<file path="config.mk">
export PLATFORM = sky130hd
export DESIGN_NAME = fp_sqrt_operand_loader
export DESIGN_NICKNAME = d
export VERILOG_FILES = /design/src/rtl/fp_sqrt_operand_loader.sv
export SDC_FILE = /design/constraint.sdc
export NUM_CORES = 1
export LEC_CHECK = 0
export ABC_AREA = 1
export CAP_MARGIN = 20
export CORE_MARGIN = 2
export CORE_UTILIZATION = 57
export CTS_CLUSTER_DIAMETER = 100
export CTS_CLUSTER_SIZE = 12
export DETAILED_ROUTE_END_ITERATION = 12
export HOLD_SLACK_MARGIN = 0.03
export PLACE_DENSITY = 0.85
export SLEW_MARGIN = 20
export SYNTH_ARGS = -nofsm -noshare
export SYNTH_HDL_FRONTEND = slang
export SYNTH_SLANG_ARGS = --single-unit
export TNS_END_PERCENT = 30
</file>
<file path="constraint.sdc">
create_clock -name clk -period 4.5 [get_ports clk]
set_clock_uncertainty 0.05 [all_clocks]
set_input_delay 0.9 -clock clk [delete_from_list [all_inputs] [get_ports clk]]
set_output_delay 0.9 -clock clk [all_outputs]
set_load 0.01 [all_outputs]
</file>
<file path="src/rtl/fp_sqrt_operand_loader.sv">
// fp_sqrt_operand_loader
//
// Purpose: reassembles a masked floating-point square-root operand that
// arrives as XOR shares (garbler + evaluator), one CHUNK-wide slice per
// accepted cycle, LSB chunk first. Once the whole packet is in, the unmasked
// operand, rounding mode and classification flags are registered and held
// until the downstream stage takes them.
//
// Packet layout (PW = inst_sig_width + inst_exp_width + 4 bits):
//   [PW-1:PW-3] rounding mode, [PW-4] sign, then exponent, then significand.
//
// Ports:
//   clk        sole clock, rising edge
//   rst        asynchronous active-high reset
//   flush      synchronous drop of any partial or held operand
//   g_chunk    garbler share chunk
//   e_chunk    evaluator share chunk
//   in_valid   chunk pair present
//   in_ready   loader accepts a chunk this cycle (high only while loading)
//   out_a      unmasked operand {sign, exp, sig}
//   out_rnd    unmasked rounding mode (0 when the raw mode is out of range)
//   out_flags  {rnd_err, is_nan_inf, is_zero, is_neg}
//   out_valid  operand held and valid
//   out_ready  downstream consumes operand
module fp_sqrt_operand_loader #(
  parameter int inst_sig_width = 23,
  parameter int inst_exp_width = 8,
  parameter int CHUNK          = 8
) (
  input  logic                                   clk,
  input  logic                                   rst,
  input  logic                                   flush,
  input  logic [CHUNK-1:0]                       g_chunk,
  input  logic [CHUNK-1:0]                       e_chunk,
  input  logic                                   in_valid,
  output logic                                   in_ready,
  output logic [inst_sig_width+inst_exp_width:0] out_a,
  output logic [2:0]                             out_rnd,
  output logic [3:0]                             out_flags,
  output logic                                   out_valid,
  input  logic                                   out_ready
);

  localparam int SW     = inst_sig_width;
  localparam int EW     = inst_exp_width;
  localparam int PW     = SW + EW + 4;
  localparam int NCHUNK = (PW + CHUNK - 1) / CHUNK;
  localparam int BW     = NCHUNK * CHUNK;
  localparam int CW     = (NCHUNK > 1) ? $clog2(NCHUNK) : 1;
  localparam logic [CW-1:0] LAST_CNT = CW'(NCHUNK - 1);

  typedef enum logic {
    LOAD,
    HOLD
  } state_t;

  state_t         state_q, state_d;
  logic [CW-1:0]  cnt_q, cnt_d;
  logic [BW-1:0]  packet_q, packet_d;
  logic           load_out;
  logic           accept;

  logic           sign_d;
  logic [EW-1:0]  exp_d;
  logic [SW-1:0]  sig_d;
  logic [2:0]     rnd_raw;
  logic           is_zero;
  logic           is_nan_inf;
  logic           is_neg;
  logic           rnd_err;

  assign in_ready  = (state_q == LOAD);
  assign out_valid = (state_q == HOLD);
  assign accept    = in_valid && in_ready;

  // Next-state logic. The incoming chunk is merged into packet_d so the
  // decode below sees the complete packet in the same cycle the last chunk
  // is accepted, letting the operand register load without an extra stage.
  // Flush is applied last so it wins over an accept or a transfer.
  always_comb begin
    state_d  = state_q;
    cnt_d    = cnt_q;
    packet_d = packet_q;
    load_out = 1'b0;

    case (state_q)
      LOAD: begin
        if (accept) begin
          for (int k = 0; k < NCHUNK; k++) begin
            if (cnt_q == CW'(k)) begin
              packet_d[k*CHUNK +: CHUNK] = g_chunk ^ e_chunk;
            end
          end
          if (cnt_q == LAST_CNT) begin
            cnt_d    = '0;
            state_d  = HOLD;
            load_out = 1'b1;
          end else begin
            cnt_d = cnt_q + 1'b1;
          end
        end
      end
      HOLD: begin
        if (out_ready) begin
          state_d = LOAD;
        end
      end
      default: begin
        state_d = LOAD;
        cnt_d   = '0;
      end
    endcase

    if (flush) begin
      state_d  = LOAD;
      cnt_d    = '0;
      packet_d = '0;
      load_out = 1'b0;
    end
  end

  // Field extraction and classification of the assembled packet. Bits of the
  // last chunk at or above PW are simply never looked at.
  always_comb begin
    rnd_raw    = packet_d[PW-1 -: 3];
    sign_d     = packet_d[PW-4];
    exp_d      = packet_d[PW-5 -: EW];
    sig_d      = packet_d[SW-1:0];
    is_zero    = (exp_d == '0) && (sig_d == '0);
    is_nan_inf = &exp_d;
    is_neg     = sign_d && !is_zero;
    rnd_err    = (rnd_raw > 3'd5);
  end

  // Control and packet registers.
  always_ff @(posedge clk or posedge rst) begin
    if (rst) begin
      state_q  <= LOAD;
      cnt_q    <= '0;
      packet_q <= '0;
    end else begin
      state_q  <= state_d;
      cnt_q    <= cnt_d;
      packet_q <= packet_d;
    end
  end

  // Output registers: captured together with the operand so the flags are
  // valid for the whole time it is held. A flush wipes them so a dropped
  // operand can never be observed afterwards.
  always_ff @(posedge clk or posedge rst) begin
    if (rst) begin
      out_a     <= '0;
      out_rnd   <= '0;
      out_flags <= '0;
    end else if (flush) begin
      out_a     <= '0;
      out_rnd   <= '0;
      out_flags <= '0;
    end else if (load_out) begin
      out_a     <= {sign_d, exp_d, sig_d};
      out_rnd   <= rnd_err ? 3'd0 : rnd_raw;
      out_flags <= {rnd_err, is_nan_inf, is_zero, is_neg};
    end
  end

endmodule

</file>
# Word-level counts from Yosys, hierarchy flattened
# Index checks and enable logic that the tools add are counted.
[word_totals]
in_bits = 21
wordCells = 52
regBits = 78
output_inout_bits = 41
[classes]
n_eq_ne = 5
reduce_logical = 11
magnitude_cmp = 1
addsub = 1
n_mux = 26
bitwise = 2
[ops]
columns = ["op", "n"]
rows = [
  ["35-bit two-way mux", 3],
  ["32-bit two-way mux", 2],
  ["8-bit two-way mux", 4],
  ["3-bit two-way mux", 8],
  ["23-bit zero test", 1],
  ["8-bit zero test", 1],
  ["4-bit two-way mux", 2],
  ["8-bit AND reduction", 1],
  ["8-bit XOR", 1],
  ["3-bit by 2-bit == test with 1-bit output (second input constant)", 2],
  ["1-bit two-way mux", 6],
  ["2-bit nonzero test", 2],
  ["3-bit by 1-bit adder with 3-bit output (second input constant)", 1],
  ["3-bit by 1-bit == test with 1-bit output (second input constant)", 1],
  ["3-bit == test (second input constant)", 1],
  ["3-bit greater-than comparator (second input constant)", 1],
  ["1-bit logical AND", 3],
  ["3-bit zero test", 1],
  ["2-bit != test (second input constant)", 1],
  ["1-bit case mux with 2 select lines", 1],
  ["2-bit AND reduction", 1],
  ["1-bit zero test", 1],
  ["1-bit NOT", 1],
]

# Longest topological paths before layout
[logic_depth]
word_depth = 11
depth_mapped = 14
mapped_depth_nobuf = 14

# Least setup slack after synthesis
# OpenSTA, ideal clock, no wires.
[synth_path]
path_kind = "input -> register"
start = "input port in_valid"
end = "register out_flags[0]"
arrival_ps = 1769
path_stages = 12
t_required_ps = 4334
setup_ps = 116
setup_slack_ps = 2565
n_path_buf = 0
cell_sequence = "nand2_2 > inv_1 > nand2_1 > nand2_1 > nand3_2 > nand2_1 > nor2_1 > nand2_1 > nor2_2 > nand2_1 > nand2_1 > nand2_1"
[synth_via]
elab_chain_cells = 10
elab_cells_between_ends = 15
classes_between = "mux (8); reduce/logical (7)"
[synth_rtl]
columns = ["element", "line_no", "rtl"]
rows = [
  ["start, declared", "35", "input logic in_valid,"],
  ["1-bit logical AND (*)", "74", "assign accept = in_valid && in_ready;"],
  ["35-bit two-way mux", "88", "if (accept) begin"],
  ["35-bit two-way mux", "86", "case (state_q)"],
  ["35-bit two-way mux", "114", "if (flush) begin"],
  ["23-bit zero test / 8-bit zero test (equally long branches)", "129", "is_zero = (exp_d == '0) && (sig_d == '0);"],
  ["1-bit logical AND", "129", ""],
  ["1-bit zero test", "131", "is_neg = sign_d && !is_zero;"],
  ["1-bit logical AND", "131", ""],
  ["4-bit two-way mux", "160", "end else if (load_out) begin"],
  ["4-bit two-way mux", "156", "end else if (flush) begin"],
  ["end signal, assigned", "163", "out_flags <= {rnd_err, is_nan_inf, is_zero, is_neg};"],
  ["end, declared", "39", "output logic [3:0] out_flags,"],
]
# Every way passes the cells marked *; elsewhere a longest branch is shown, timed or not. The select of a mux whose other input is x is not followed.
# A chain may end at the register's enable or synchronous reset.

# Worst setup path after layout
[layout_path]
start = "input port in_valid"
end = "register out_rnd[0]"
[layout_via]
elab_chain_cells = 8
elab_cells_between_ends = 12
classes_between = "order compare (1); mux (9); reduce/logical (2)"
[layout_rtl]
columns = ["element", "line_no", "rtl"]
rows = [
  ["1-bit logical AND", "74", ""],
  ["35-bit two-way mux", "88", ""],
  ["35-bit two-way mux", "86", ""],
  ["35-bit two-way mux", "114", ""],
  ["net packet_d[33]", "59", "logic [BW-1:0] packet_q, packet_d;"],
  ["3-bit greater-than comparator", "132", "rnd_err = (rnd_raw > 3'd5);"],
  ["3-bit two-way mux", "162", "out_rnd <= rnd_err ? 3'd0 : rnd_raw;"],
  ["3-bit two-way mux", "160", ""],
  ["3-bit two-way mux", "156", ""],
  ["end signal, assigned", "162", ""],
  ["end, declared", "38", "output logic [2:0] out_rnd,"],
]
# The timed path passes the listed nets, and every way through them passes these cells. The select of a mux whose other input is x is not followed.

==> out/results.txt <==
Time the worst path needs with I/O delays and setup: 3100 ps. In this run, post-CTS repair resized a total of 0 instances. The routed wirelength normalized by instance count was 14.4 um; the mean post-synth cell area was 8.05 um2. The tools report the number of antenna violations at the first check in global routing as 0. The per-cell via count in the routed design was 5.21. The repair_antennas step left the layout with diodes totalling 0. Counting the fill cells in the layout gives 478. For this run, the top clock speed supported by timing is 0.322 GHz. The number of ports placed on the die boundary is 62.

For hold timing, the worst endpoint is packet_q[34]. The fraction of the mapped netlist area in compound gates was 0.0639. The total CTS buffers is 9.

The total routing resource utilization after global routing was 0.264; the number of global-route vias before repair was 3110. The count of routing violations after the opening detailed-route iteration was 347; the final instance area was 4530 um2. The fraction of final layout cells with drive strength greater than 1 was 0.0899; the row count was 29. Setup slack closes at 1400 ps.

In the synthesized netlist the dominant register cell turns out to be sky130_fd_sc_hd__dfrtp_1. The mapped netlist covers 3640 um2. The logs give 2010 ps for the setup slack of the worst register-to-register path and 0 for the hold-fix buffer count after cts. The worst-case clock buffer depth was 2; the number of flops mapped to enable cells by yosys was 0. Summing over every cut layer, the via total after detailed routing is 3124. Max-cap violations in this run came to 0. The chip height is 84.0 um. Post-detailed-route count of antenna-violating nets: 0. The logs give 0 for the number of warnings issued by yosys and 0.838 for the final weighted congestion of routability-driven global placement. Prior to clock tree synthesis, the placed netlist has a worst setup slack of 1070 ps. The tools report the layout net count as 544.

STA classifies the critical path startpoint as an input pin. After clock tree synthesis, the clock-pin slew on the worst setup and hold paths is 70 ps. Wires add up to 8620 um. Clock latency on the worst-skew pair, taken at its later pin, is 340 ps.

Max-slew violation count: 0. Synthesis-to-layout area growth: 24.3%. In this run the cell area measured after placement is 4330 um2. In the final layout, flip-flops and latches occupy 1950 um2.

Die footprint: 7050 um2. Across the VDD grid, the largest voltage drop is 0.000231 V. At the worst endpoint, the arrival time is 3290 ps. The tools report the capturing point of the worst reg2reg path as out_rnd[0]. In this run the static leakage power is 0.00257 uW. The final period utilization was 0.690; the count of input and output buffers was 61. In this run the worst hold path is classified as flip-flop to flip-flop. The H-tree was split into 3 levels.

After synthesis, the largest family of logic cells by area is simple AND/OR/NAND/NOR gates. The worst hold path begins at packet_q[34]. TritonCTS built the clock tree.

Before antenna repair, the detailed router went through 5 iterations. Summed over all instances, the cell type with the most area after synthesis is sky130_fd_sc_hd__dfrtp_1. The flow ran to the end, and the final reports show no timing, DRC or antenna violations.

The sum of negative setup slack is 0 ps. The post-synthesis share of cell area spent on and, or, nand and nor gates works out to 0.278. The largest fanout of any net on the critical path came out at 45. The part of the Yosys area used for sequential elements came out at 0.536. Ranked by instance count, the synthesized netlist is headed by sky130_fd_sc_hd__nand2_1 (163), sky130_fd_sc_hd__inv_1 (85), sky130_fd_sc_hd__dfrtp_1 (78). The number of cells on the worst reg-to-reg path is 11, and the number of setup buffers added after CTS is 0.

The critical path endpoint category was a flip-flop. Setup violations remaining at the end of the flow were counted as 0. Final hold analysis gives a worst-case slack of 432 ps.

The initial cell density of the core came out at 0.581. Dividing total power by cell area gives a power density of 329 nW/um2. Final routed DRC violation total: 0. The async set or reset register ratio after synthesis is 1.00. The worst register-to-register path begins at cnt_q[0]. The worst setup path category is input pin to flip-flop. The tools report the hold violation total from the final report as 0. Summing internal, switching and leakage power gives 1490 uW. Data on the critical path is required at its endpoint by 4690 ps. Depth of the worst hold-timing path: 2. sky130_fd_sc_hd__nand2_1 is the most common cell in the netlist. Setup repair after global routing left no endpoint under its margin. The instance count of the mapped netlist was 453; the share of the synthesized netlist area taken by xor and xnor gates was 0. The pin slew with the least headroom to its limit is 679 ps.

The first global-routing pass estimated 14700 um of wire. The share of the synthesized area in the top cell type works out to 0.536. From left edge to right edge, the die measures 84.0 um.

The tools report the count of different cell masters after synthesis as 26. The floorplan step defined a core boundary enclosing 6280 um2. Synthesis produced a netlist with a net count of 479. The register bit total from synthesis is 78.

Relative slew slack: 0.547. The clock net in this run drives a total of 78 sinks. Entering global routing, the biggest net connects 46 pins. Share of synthesized area spent on multiplexers: 0. CTS placed an instance of sky130_fd_sc_hd__clkbuf_8 at the clock tree root.

Ranked by total cell area, the synthesized netlist is headed by sky130_fd_sc_hd__dfrtp_1 (54%), sky130_fd_sc_hd__nand2_1 (17%), sky130_fd_sc_hd__inv_1 (8.8%). For this run the aggregate overflow at the end of global routing stands at 0. Summing all multi-input logic gate instances after layout gives 1310 um2.

The post-detailed-placement half-perimeter wirelength is 5940 um, and the adder-cell share of the synthesized area is 0.0172.
worst max-delay path by stage:
| stage | startpoint | to | slack [ps] |
|---|---|---|---|
| floorplan | rst | cnt_q[0] | 1550 |
| global placement | in_valid | out_rnd[0] | 1210 |
| detailed placement | in_valid | out_rnd[0] | 1070 |
| CTS | in_valid | out_rnd[0] | 1390 |
| global route | in_valid | out_rnd[0] | 1190 |
| finish | in_valid | out_rnd[0] | 1400 |
worst max-delay path: stages:
cell and delay, ps:
sky130_fd_sc_hd__clkdlybuf4s50_1 540, sky130_fd_sc_hd__nand2_4 190, sky130_fd_sc_hd__inv_2 70, sky130_fd_sc_hd__nand3_2 60, sky130_fd_sc_hd__buf_4 300, sky130_fd_sc_hd__nand2_2 160, sky130_fd_sc_hd__inv_2 550, sky130_fd_sc_hd__nand2_1 130
sky130_fd_sc_hd__nand2_1 160, sky130_fd_sc_hd__nand2_1 80, sky130_fd_sc_hd__nand3_1 80, sky130_fd_sc_hd__nand2_1 50
stage by stage:
stage	util	cells
finish	0.722	600
global route	0.722	600
CTS	0.722	600
detailed placement	0.690	584
global placement	0.690	584
floorplan	-	453
power breakdown:
part           internal [uW]  total [uW]  switching, uW  leakage [uW]
Clock                    286         531            245     0.0000996
Sequential               728         740           12.0       0.00107
Combinational           75.3         219            144       0.00139
Total                   1090        1490            400       0.00257
layer usage:
metal,part of all wire,up-vias,global-route usage
li1,-,1498,-
met1,0.43,1485,0.360
met2,0.49,123,0.427
met3,0.058,18,0.0346
met4,0.024,0,0.116
met5,0,-,0
layout by cell type, fill, tap and decap left out, types with 2 or more instances in the layout:
master	count
sky130_fd_sc_hd__inv_1	84
sky130_fd_sc_hd__nand2_1	163
sky130_fd_sc_hd__nand2_2	6
sky130_fd_sc_hd__nor2_4	3
sky130_fd_sc_hd__a211oi_1	2
sky130_fd_sc_hd__o21ai_1	3
sky130_fd_sc_hd__ha_1	5
sky130_fd_sc_hd__buf_4	3
sky130_fd_sc_hd__nand3_2	7
sky130_fd_sc_hd__clkbuf_1	2
sky130_fd_sc_hd__clkbuf_8	11
sky130_fd_sc_hd__nand2_4	2
sky130_fd_sc_hd__nor2_1	13
sky130_fd_sc_hd__nand3_1	29
sky130_fd_sc_hd__o21ai_0	31
sky130_fd_sc_hd__dfrtp_1	78
sky130_fd_sc_hd__clkdlybuf4s50_1	61
sky130_fd_sc_hd__inv_2	6
sky130_fd_sc_hd__nor2_2	3
kinds of logic after synthesis:
logic type / Yosys count
buffers and inverters: 100
AND/OR/NAND/NOR: 228
flip-flops: 78
AO/OA/AOI/OAI: 42
adder cells (fa/ha/maj): 5
flip-flops by register name, summed over array words and instances, names as in the netlist:
register / cells
out_rnd: 3
out_valid: 1
out_a: 32
cnt_q: 3
packet_q: 35
out_flags: 4
area by class of cell:
| class | instances | share of cell area |
|---|---|---|
| sequential | 78 | 0.431 |
| inverter | 90 | 0.0746 |
| clock inverter | 3 | 0.00939 |
| clock buffer | 13 | 0.0351 |
| multi-input combinational | 275 | 0.289 |
| timing repair buffer | 64 | 0.140 |
| tap | 77 | 0.0213 |
Power figures use the tool's default switching activity.
==> edit: new RTL, same flow settings <==
Set the parameter `inst_exp_width` to 32 (it was 8).
--- a/src/rtl/fp_sqrt_operand_loader.sv
+++ b/src/rtl/fp_sqrt_operand_loader.sv
@@ -24,7 +24,7 @@
 //   out_ready  downstream consumes operand
 module fp_sqrt_operand_loader #(
   parameter int inst_sig_width = 23,
-  parameter int inst_exp_width = 8,
+  parameter int inst_exp_width = 32,
   parameter int CHUNK          = 8
 ) (
   input  logic                                   clk,
Ports: changed (resized out_a); port bits go from 62 to 86. The function was not compared with the original's and may differ.
==> edit against the unedited design <==
- wire length is 64% higher
- final area is 61% higher
- sequential cell count is 47 higher
- total power is 96% higher
- setup slack worse by 160 ps
- register-to-register slack worse by 240 ps
- area after synthesis is 55% higher
- non-clock buffer count is 24 higher
==> edit: results (changes against the unedited design) <==
[outcome]
outcome=completed

[drt]
firstDrtPassIters=6  ; +1
drt_iter0_drc=363  ; +4.6%
via_count=5028  ; +61%
drt-met1-wl_mm=5.764  ; +57%
routed_wl_mm=14.16  ; +64%
wl_met3_um=990  ; +100%
wl_met2_mm=7.020  ; +65%

[placement]
dp.cells=924  ; +58%
io_buffers=85  ; +39%
post-place-ws_ps=753.9  ; -320.4 ps
placed_cell_area_um2=6640  ; +53%
dp_hpwl_mm=9.064  ; +53%

[global_route]
grt_max_degree=78  ; +70%
grt_pass1_wl_mm=23.76  ; +61%
gr-usage-met1_pct=36.70  ; +0.72 points
grt_util_met2_pct=44.75  ; +2.1 points
grt_use_met3_pct=4.846  ; +1.4 points
track_usage_pct=27.55  ; +1.2 points

[logic_synthesis]
syn-num-nets=749  ; +56%
synth_area_leaders=dfrtp_1 55%, nand2_1 17%, inv_1 9.3%, nand3_1 5.1%, o21ai_0 5.1%
synth-async-reset-ratio_pct=100.0  ; unchanged
synth.distinct_cells=26  ; unchanged
seq_area_frac_synth_pct=55.22  ; +1.7 points
synth_compound_area_share_pct=6.318  ; -0.068 points
synth_adder_area_share_pct=1.325  ; -0.39 points
synth_commonest_cells=251 x nand2_1, 140 x inv_1, 125 x dfrtp_1

[finish]
layout-drive-gt1-share_pct=5.832  ; -3.2 points
layout.cells.non_filler=956  ; +59%
fin_nets=837  ; +54%

[clocking]
cts_htree_levels=4  ; +1
numCtsBuffers=17  ; +8
clock_latency_ps=520  ; +180 ps

[power]
p_int_w=0.002243  ; +110%
seq-power_w=0.00118  ; +59%
p_leak_nw=4.149  ; +62%
p_clk_w=0.00147  ; +180%
pwr-share-clk_pct=50.3  ; +15 points

[critical_path]
critPathMaxFanout=77  ; +71%
worst-endpoint-arrival_ps=3590  ; +300 ps

[sta]
slew_headroom_pct=39.83  ; -15 points

[edit: path summary, 6_finish.rpt]
kind / startpoint / to / slack, ps / depth (start not counted)
hold / removal: out_flags[0] / out_flags[0] / 430 / 2
min in group asynchronous: rst / out_flags[2] / 890 / 2
setup reg to reg: cnt_q[0] / out_a[47] / 1770 / 9
max in group asynchronous: rst / out_a[25] / 2760 / 3
setup / recovery: flush / out_a[47] / 1230 / 7
hold reg to reg: out_flags[0] / out_flags[0] / 430 / 2
[edit: worst max-delay path, stage by stage]
cell,delay (ps)
clkdlybuf4s50_1,460
clkinv_1,70
buf_4,500
nand2_1,240
inv_2,510
buf_4,610
o21ai_0,210
[edit: layout make-up]
class                      instances  area [µm²]
timing repair buffer              88       885.9
sequential                       125        3128
multi-input combinational        432        1909
fill                             700        2451
clock buffer                      21       449.2
clock inverter                    11       188.9
inverter                         146       550.5
tap                              133       166.4
